===== config.mk =====
export PLATFORM = sky130hd
export DESIGN_NAME = video_timing_ctrl
export DESIGN_NICKNAME = d
export VERILOG_FILES = /design/src/rtl/video_timing_pkg.sv /design/src/rtl/video_ce_gen.sv /design/src/rtl/video_timing_ctrl.sv
export SDC_FILE = /design/constraint.sdc
export NUM_CORES = 1
export LEC_CHECK = 0
export CAP_MARGIN = 40
export CORE_MARGIN = 2
export CORE_UTILIZATION = 40
export DETAILED_ROUTE_END_ITERATION = 10
export GPL_ROUTABILITY_DRIVEN = 0
export PLACE_DENSITY_LB_ADDON = 0.12
export SLEW_MARGIN = 20
export SYNTH_ARGS = -nofsm -noshare
export SYNTH_HDL_FRONTEND = slang
export SYNTH_SLANG_ARGS = --single-unit

===== constraint.sdc =====
create_clock -name clk -period 7.2 [get_ports clk]
set_input_delay 2.16 -clock clk [delete_from_list [all_inputs] [get_ports clk]]
set_output_delay 2.16 -clock clk [all_outputs]
set_load 0.005 [all_outputs]

===== src/rtl/video_timing_pkg.sv =====
// Shared types and raster constants for the video timing controller.
package video_timing_pkg;

    typedef enum logic [1:0] {
        ST_IDLE,
        ST_RUN,
        ST_STOPPING
    } vt_state_e;

    // Horizontal raster (pixels). The active width and the porches are
    // top-level parameters that default to these values.
    localparam int H_ACTIVE_DEF = 320;
    localparam int H_FP_DEF     = 16;
    localparam int H_SYNC_DEF   = 32;
    localparam int H_BP_DEF     = 32;

    // Vertical raster (lines) at 15 kHz. VSync bounds are inclusive.
    localparam int NTSC_V_TOTAL  = 262;
    localparam int NTSC_V_ACTIVE = 240;
    localparam int NTSC_VS_FIRST = 244;
    localparam int NTSC_VS_LAST  = 246;
    localparam int PAL_V_TOTAL   = 312;
    localparam int PAL_V_ACTIVE  = 288;
    localparam int PAL_VS_FIRST  = 292;
    localparam int PAL_VS_LAST   = 294;

    typedef struct packed {
        logic [9:0] active;
        logic [9:0] vs_first;
        logic [9:0] vs_last;
    } v_timing_t;

    // Lines per frame; line doubling doubles every vertical constant.
    function automatic logic [9:0] v_total(input logic pal, input logic sd);
        logic [9:0] t;
        t = pal ? 10'(PAL_V_TOTAL) : 10'(NTSC_V_TOTAL);
        return sd ? (t << 1) : t;
    endfunction

    // Blanking and sync boundaries. Doubling the inclusive sync range keeps
    // both lines of every doubled sync line inside the pulse.
    function automatic v_timing_t v_timing(input logic pal, input logic sd);
        v_timing_t t;
        if (pal) begin
            t.active   = 10'(PAL_V_ACTIVE);
            t.vs_first = 10'(PAL_VS_FIRST);
            t.vs_last  = 10'(PAL_VS_LAST);
        end else begin
            t.active   = 10'(NTSC_V_ACTIVE);
            t.vs_first = 10'(NTSC_VS_FIRST);
            t.vs_last  = 10'(NTSC_VS_LAST);
        end
        if (sd) begin
            t.active   = t.active << 1;
            t.vs_first = t.vs_first << 1;
            t.vs_last  = (t.vs_last << 1) | 10'd1;
        end
        return t;
    endfunction

endpackage


===== src/rtl/video_ce_gen.sv =====
// Pixel clock-enable divider: one enable every 4 clocks, or every 2 when
// line doubling. While clr is high the phase is held so the first clock
// after clr drops carries an enable.
module video_ce_gen (
    input  logic clk,
    input  logic reset_n,
    input  logic clr,
    input  logic div2,
    output logic ce
);

    logic [1:0] cnt_q, cnt_d;

    // Next phase: hold at zero while cleared, otherwise count modulo 2 or 4.
    always_comb begin
        cnt_d = cnt_q + 2'd1;
        if (clr)
            cnt_d = 2'd0;
        else if (cnt_q >= (div2 ? 2'd1 : 2'd3))
            cnt_d = 2'd0;
    end

    // Phase register.
    always_ff @(posedge clk or negedge reset_n) begin
        if (!reset_n)
            cnt_q <= 2'd0;
        else
            cnt_q <= cnt_d;
    end

    assign ce = !clr && (cnt_q == 2'd0);

endmodule


===== src/rtl/video_timing_ctrl.sv =====
// Raster timing generator: pixel enable, h/v counters, blanking and sync
// strobes, frame counter, with a run/stop FSM that only stops on a frame
// boundary. Video standard and line doubling are latched per frame.
module video_timing_ctrl
    import video_timing_pkg::*;
#(
    parameter int H_ACTIVE    = H_ACTIVE_DEF,
    parameter int H_FP        = H_FP_DEF,
    parameter int H_SYNC      = H_SYNC_DEF,
    parameter int H_BP        = H_BP_DEF,
    parameter int FRAME_CNT_W = 16
) (
    input  logic                   clk,
    input  logic                   reset_n,
    input  logic                   run,
    input  logic                   pal,
    input  logic                   scandouble,
    output logic                   ce_pix,
    output logic                   HBlank,
    output logic                   HSync,
    output logic                   VBlank,
    output logic                   VSync,
    output logic                   de,
    output logic [8:0]             hcount,
    output logic [9:0]             vcount,
    output logic                   new_frame,
    output logic [FRAME_CNT_W-1:0] frame_cnt,
    output logic                   busy
);

    localparam int         H_TOTAL  = H_ACTIVE + H_FP + H_SYNC + H_BP;
    localparam logic [8:0] H_LAST   = 9'(H_TOTAL - 1);
    localparam logic [8:0] HB_FIRST = 9'(H_ACTIVE);
    localparam logic [8:0] HS_FIRST = 9'(H_ACTIVE + H_FP);
    localparam logic [8:0] HS_LAST  = 9'(H_ACTIVE + H_FP + H_SYNC - 1);

    logic [1:0]             rst_sync_q, rst_sync_d;
    vt_state_e              state_q, state_d;
    logic                   pal_q, pal_d, sd_q, sd_d;
    logic [8:0]             hcount_q, hcount_d;
    logic [9:0]             vcount_q, vcount_d;
    logic [FRAME_CNT_W-1:0] frame_cnt_q, frame_cnt_d;
    logic                   hblank_q, hblank_d, hsync_q, hsync_d;
    logic                   vblank_q, vblank_d, vsync_q, vsync_d;
    logic                   rst_ok, ce, line_end, frame_end;
    logic [9:0]             v_last;
    v_timing_t              vt_nxt;

    // Reset is asserted asynchronously everywhere, but the FSM may only leave
    // IDLE once the release has passed through two flops.
    always_comb rst_sync_d = {rst_sync_q[0], 1'b1};
    assign rst_ok = rst_sync_q[1];

    video_ce_gen u_ce_gen (
        .clk     (clk),
        .reset_n (reset_n),
        .clr     (state_q == ST_IDLE),
        .div2    (sd_q),
        .ce      (ce)
    );

    // Next-state, counters, per-frame mode latch and strobes for the new position.
    always_comb begin
        state_d     = state_q;
        pal_d       = pal_q;
        sd_d        = sd_q;
        hcount_d    = hcount_q;
        vcount_d    = vcount_q;
        frame_cnt_d = frame_cnt_q;

        v_last    = v_total(pal_q, sd_q) - 10'd1;
        line_end  = ce && (hcount_q == H_LAST);
        frame_end = line_end && (vcount_q == v_last);

        case (state_q)
            ST_IDLE: begin
                if (run && rst_ok) begin
                    state_d = ST_RUN;
                    pal_d   = pal;
                    sd_d    = scandouble;
                end
            end
            ST_RUN:      if (!run) state_d = frame_end ? ST_IDLE : ST_STOPPING;
            ST_STOPPING: begin
                if (run)
                    state_d = ST_RUN;
                else if (frame_end)
                    state_d = ST_IDLE;
            end
            default:     state_d = ST_IDLE;
        endcase

        if (frame_end) begin
            hcount_d    = 9'd0;
            vcount_d    = 10'd0;
            frame_cnt_d = frame_cnt_q + FRAME_CNT_W'(1);
            // Mode changes only take effect on a frame boundary.
            if (state_d != ST_IDLE) begin
                pal_d = pal;
                sd_d  = scandouble;
            end
        end else if (line_end) begin
            hcount_d = 9'd0;
            vcount_d = vcount_q + 10'd1;
        end else if (ce) begin
            hcount_d = hcount_q + 9'd1;
        end

        if (state_d == ST_IDLE) begin
            hcount_d = 9'd0;
            vcount_d = 10'd0;
        end

        // Strobes are computed from the next counter values so the
        // registered strobes always line up with the registered counters.
        vt_nxt = v_timing(pal_d, sd_d);
        if (state_d == ST_IDLE) begin
            hblank_d = 1'b1;
            hsync_d  = 1'b0;
            vblank_d = 1'b1;
            vsync_d  = 1'b0;
        end else begin
            hblank_d = hcount_d >= HB_FIRST;
            hsync_d  = (hcount_d >= HS_FIRST) && (hcount_d <= HS_LAST);
            vblank_d = vcount_d >= vt_nxt.active;
            vsync_d  = (vcount_d >= vt_nxt.vs_first) && (vcount_d <= vt_nxt.vs_last);
        end
    end

    // All state, including the FSM, with asynchronous reset to idle values.
    always_ff @(posedge clk or negedge reset_n) begin
        if (!reset_n) begin
            rst_sync_q  <= 2'b00;
            state_q     <= ST_IDLE;
            pal_q       <= 1'b0;
            sd_q        <= 1'b0;
            hcount_q    <= 9'd0;
            vcount_q    <= 10'd0;
            frame_cnt_q <= '0;
            hblank_q    <= 1'b1;
            hsync_q     <= 1'b0;
            vblank_q    <= 1'b1;
            vsync_q     <= 1'b0;
        end else begin
            rst_sync_q  <= rst_sync_d;
            state_q     <= state_d;
            pal_q       <= pal_d;
            sd_q        <= sd_d;
            hcount_q    <= hcount_d;
            vcount_q    <= vcount_d;
            frame_cnt_q <= frame_cnt_d;
            hblank_q    <= hblank_d;
            hsync_q     <= hsync_d;
            vblank_q    <= vblank_d;
            vsync_q     <= vsync_d;
        end
    end

    assign ce_pix    = ce;
    assign HBlank    = hblank_q;
    assign HSync     = hsync_q;
    assign VBlank    = vblank_q;
    assign VSync     = vsync_q;
    assign de        = !(hblank_q || vblank_q);
    assign hcount    = hcount_q;
    assign vcount    = vcount_q;
    assign new_frame = ce && (hcount_q == 9'd0) && (vcount_q == 10'd0);
    assign frame_cnt = frame_cnt_q;
    assign busy      = (state_q != ST_IDLE);

endmodule


# Word-level counts from Yosys, hierarchy flattened

Cells that the tools add are included.

Bits in registers: 47
Bits of input ports: 5
Output and inout port bits: 43

Reduce and logical (&&, ||, !) cells: 18
$add $sub $neg: 5
Order comparisons: 7
Eq/ne operators: 4
Muxes and demuxes: 32

Operator list:

| kind                  | count |
|---|---|
| $mux 10               | 4 |
| $mux 9                | 4 |
| $mux 30               | 1 |
| $mux 29               | 1 |
| $ge 10x10->1          | 2 |
| $ge 9x9->1 const B    | 2 |
| $add 16x1->16 const B | 1 |
| $mux 2                | 8 |
| $mux 1                | 12 |
| $add 10x1->10 const B | 1 |
| $eq 10x10->1          | 1 |
| $le 10x10->1          | 1 |
| $logic_not 10->1      | 1 |
| $sub 10x1->10 const B | 1 |
| $add 9x1->9 const B   | 1 |
| $eq 9x9->1 const B    | 1 |
| $le 9x9->1 const B    | 1 |
| $logic_not 9->1       | 1 |
| $logic_and 1x1->1     | 8 |
| $logic_not 2->1       | 3 |
| $mux 6                | 1 |
| $pmux 2 s3            | 1 |
| $reduce_bool 2->1     | 2 |
| $add 2x1->2 const B   | 1 |
| 5 further kinds       | 6 |

# Longest topological paths before layout

Depth in word-level cells: 16
Depth in mapped cells: 17
Mapped depth without buffers: 17

# Cells and area by module

From an unflattened synthesis, not the netlist that was laid out.

Cells, all modules: 279
Area total of the unflattened synthesis: 2813.9 um2

Modules (own cells, without submodules):

| module            | cells each | area an instance (um2) | times used | sequential area each (um2) |
|---|---|---|---|---|
| video_timing_ctrl | 269        | 2701.3                 | 1          | 1128.6 |
| video_ce_gen      | 10         | 112.6                  | 1          | 50.0 |

# Worst setup path before layout

OpenSTA, ideal clock, no wires.

Path type: input port to flip-flop
From: input port run
To: register vsync_q, in the netlist VSync
Arrival time: 4.577 ns
Path buffers: 0
Setup slack: 2.529 ns
Required time: 7.106 ns
Stages: 11
Setup time: 0.094 ns
Cells stage by stage: and2_1 > a32oi_2 > mux2_2 > ha_1 > inv_1 > ha_1 > nand2_1 > nor2_1 > nand3_1 > or4_4 > a221oi_2

RTL lines:

| what                                                | line                     | text |
|---|---|---|
| start, declared                                     | video_timing_ctrl.sv:15  | `input logic run,` |
| $logic_and 1x1->1                                   | video_timing_ctrl.sv:77  | `if (run && rst_ok) begin` |
| $mux 2                                              | video_timing_ctrl.sv:77  |  |
| $pmux 2 s3                                          | video_timing_ctrl.sv:75  | `case (state_q)` |
| $reduce_bool 2->1                                   | video_timing_ctrl.sv:98  | `if (state_d != ST_IDLE) begin` |
| $mux 1                                              | video_timing_ctrl.sv:98  |  |
| $mux 1 *                                            | video_timing_ctrl.sv:93  | `if (frame_end) begin` |
| named net sd_d                                      | video_timing_ctrl.sv:39  | `logic pal_q, pal_d, sd_q, sd_d;` |
| $mux 30 *                                           | video_timing_pkg.sv:53   | `if (sd) begin` |
| $ge 10x10->1 / $le 10x10->1 (equally long branches) | video_timing_ctrl.sv:126 | `vsync_d = (vcount_d >= vt_nxt.vs_first) && (vcount_d <= vt_nxt.vs_last);` |
| $logic_and 1x1->1 *                                 | video_timing_ctrl.sv:126 |  |
| $mux 1 *                                            | video_timing_ctrl.sv:117 | `if (state_d == ST_IDLE) begin` |
| named net vsync_d                                   | video_timing_ctrl.sv:44  | `logic vblank_q, vblank_d, vsync_q, vsync_d;` |
| end signal, assigned                                | video_timing_ctrl.sv:155 | `vsync_q <= vsync_d;` |
| end, declared                                       | video_timing_ctrl.sv:44  |  |

Mark *: on every way through the listed nets, which the timed path passes. The rest lies on a longest branch.
A chain may end at the register's enable or synchronous reset.

# Worst setup path in the final report

Ends and elaborated chain as after synthesis.

==> impl_metrics.toml <==
[timing]
clock_skew_ns = 0.00585
finalCritPeriodShare_pct = 70.2
fmax_mhz = 198
finalMaxSlewViolations = 0
tns_ns = 0
setup_viol_count_final = 0
finalHoldViolCount = 0
min_period_ns = 5.05
worst_pin_slew_ns = 0.738
rsz0062_at_grt = "false"
timing.hold.ws_ns = 0.358
slew-limit-headroom_pct = 50.3

[hold_path]
holdPathEnd = "rst_sync_q[1]"
min-delay-start = "rst_sync_q[0]"
worstHoldPathType = "flop to flop"
worstHoldPathCells = 0

[floorplan]
num_rows = 31
die_y_um = 90.1
die_area_mm2 = 0.00812
die_w_um = 90.1
ios = 48
start_util_pct = 41.1
core_mm2 = 0.00721

[run_status]
outcome = "complete, no violations"

[clock_network]
clkTransAtPathRegs_ns = 0.10
clkSinkCount = 47
cts_hold_buf = 0
clockBufferDepth = 2
cts_tree = "yes"
cts_max_level = 2
root_buffer = "clkbuf_8"
cts-buffers-inserted = 5
cts_setup_buffers = 0
worst_skew_pair.late_latency_ns = 0.31
ctsResizeCount = 0

[setup_path]
cp-start-kind = "input port"
reg2reg_from = "hcount[0]"
reg2reg_slack_ns = 2.50
r2r-end = "VSync"
critPathBufInv = 2
cp_top_family = "simple AND/OR/NAND/NOR gates"
slowest_delay_ns = 0.51
crit_top_cell = "ha_1"
end_kind = "flop"
required_ns = 7.42
crit_fanout = 4
crit_type = "input port to flop"
cp.arrival_ns = 5.27
worst_path_max_delay_cell = "or4_4"
worstRegToRegCells = 15
crit_chain = "clkdlybuf4s50_1 -> and2_1 -> a32oi_2 -> mux2_2 -> ha_1 -> inv_1 -> ha_1 -> nand2_1 -> nor2_1 -> nand3_1 -> or4_4 -> a221oi_2"

[route]
final_antenna_net_count = 0
wire_per_inst_um = 14.8
dr.pass1.iters = 4
drtIter0Drc = 100
drc = 0
vias_per_cell = 5.09
wirelength_um = 6610
num_vias = 2273

[cells_and_area]
final_cell_mix = "clkdlybuf4s50_1 (46), dfrtp_1 (45), xnor2_1 (26), ha_1 (26), nor2_1 (23)"
layout_commonest_cell = "clkdlybuf4s50_1"
drive_gt1_share_pct = 8.33
area_delta_synth_final_pct = 22.4
final_net_count = 378
fill_cells = 714
antenna-diode-count = 0
postLayoutCellArea_mm2 = 0.00363

[run]
maxCapViolations = 0

[logic_synthesis]
synth-async-reset-ratio_pct = 100
syn-cell-area_mm2 = 0.00297
synth-warning-count = 0
synth_enable_flop_cells = 0
synth.distinct_cells = 49
synthCells = 300
ys_seq_area_share_pct = 39.7
synth_seq_cells = 47
synth_flop_cell = "dfrtp_1"
syn_nets = 331
syn_area_per_cell_um2 = 9.88

[power_and_ir_drop]
total_power_uw = 703
cellLeakagePower_nw = 1.59
pwr_density_cell_mw_per_mm2 = 194
netSwitchingPower_uw = 246
internal_power_uw = 457
p_seq_share_pct = 43.9
pwr-share-clk_pct = 24.1
ir_drop_v = 0.0000686
power_frac_comb_pct = 31.9
swShare_pct = 35.0

[place]
dp_hpwl_um = 5060
place_area_mm2 = 0.00354
io_buffers = 47

[global_route]
grt-ovfl-total = 0
grt_busiest_layer = "met2"
use_met1_pct = 23.5
use_met2_pct = 27.3
met3_usage_pct = 3.02
grt_pass1_wl_um = 11100
antenna_found_initial = 0
grt_pass1_vias = 2188
grt_usage_pct = 16.9
grt_max_degree = 28
[area by class of cell]
cell class	instances	area [um^2]	share of cell area [%]
clock buffer	5	68.8	1.90
clock inverter	3	23.8	0.655
inverter	22	82.6	2.27
multi-input combinational	222	1650	45.5
sequential	47	1180	32.5
tap	99	124	3.41
timing repair buffer	49	500	13.8
[through the flow]
step,setup WS (ns),util [%],instances
after detailed placement,1.84,49.0,439
final,2.15,50.3,447
after CTS,2.15,50.3,447
after global placement,1.90,48.7,438
after global routing,1.99,50.3,447
after floorplan,2.53,-,300
[routing by layer]
metal / share of wire (%) / up-vias / wire, um
li1: - / 1132 / -
met1: 49 / 1094 / 3240
met2: 47 / 40 / 3100
met3: 2.9 / 7 / 190
met4: 1.2 / 0 / 81
met5: 0 / - / 0
[cells in the mapped netlist (2+ instances only)]
master / number / share of area, %
a21oi_1: 12 / 2.0
nand2b_1: 2 / 0.42
or2_1: 2 / 0.42
o21ai_0: 7 / 1.2
ha_1: 26 / 11
clkbuf_1: 5 / 0.63
inv_1: 22 / 2.8
or3_1: 5 / 1.1
xnor2_1: 26 / 7.7
o211ai_1: 4 / 1.0
nor4_1: 7 / 1.5
nand3_1: 14 / 2.4
nand2_1: 19 / 2.4
o21a_1: 2 / 0.51
dfstp_2: 2 / 1.8
xor2_1: 13 / 3.8
dfrtp_1: 45 / 38
mux2_2: 3 / 1.1
buf_6: 2 / 0.76
nor2_1: 23 / 2.9
nor2b_1: 2 / 0.42
and2_1: 4 / 0.84
nor3_1: 7 / 1.2
and3_1: 6 / 1.3
mux2i_1: 3 / 1.0
nor4_4: 2 / 1.4
nand4_1: 13 / 2.7
[sequential cells by signal (all words and copies together) (netlist names)]
| name | count |
|---|---|
| HBlank | 1 |
| HSync | 1 |
| VBlank | 1 |
| VSync | 1 |
| frame_cnt | 16 |
| hcount | 9 |
| pal_q | 1 |
| rst_sync_q | 2 |
| sd_q | 1 |
| state_q | 2 |
| u_ce_gen.cnt_q | 2 |
| vcount | 10 |
[power groups by stage]
stage	Combinational (mW)	Sequential [mW]	Clock, mW
after global placement	0.221	0.314	0
after detailed placement	0.227	0.314	0
after global routing	0.256	0.313	0.184
after CTS	0.228	0.309	0.175
after floorplan	0.156	0.306	0
final	0.225	0.309	0.170
[cell families after synthesis]
group | count (synthesis) | share of synthesized area (%)
xor+xnor | 40 | 12.1
fa+ha+maj | 26 | 11.0
compound gates | 36 | 8.65
buf+inv | 31 | 4.51
mux | 7 | 2.62
flops | 47 | 39.7
other cells | 1 | 0.126
simple gates | 112 | 21.3
[worst max path at each step]
| stage | depth (start not counted) | endpoint | from |
|---|---|---|---|
| after floorplan | 11 | VSync | run |
| after global placement | 12 | VSync | run |
| after detailed placement | 12 | VSync | run |
| after CTS | 12 | VSync | run |
| after global routing | 12 | VSync | run |
| final | 12 | VSync | run |
No activity file was read; power rests on OpenSTA's default activity.
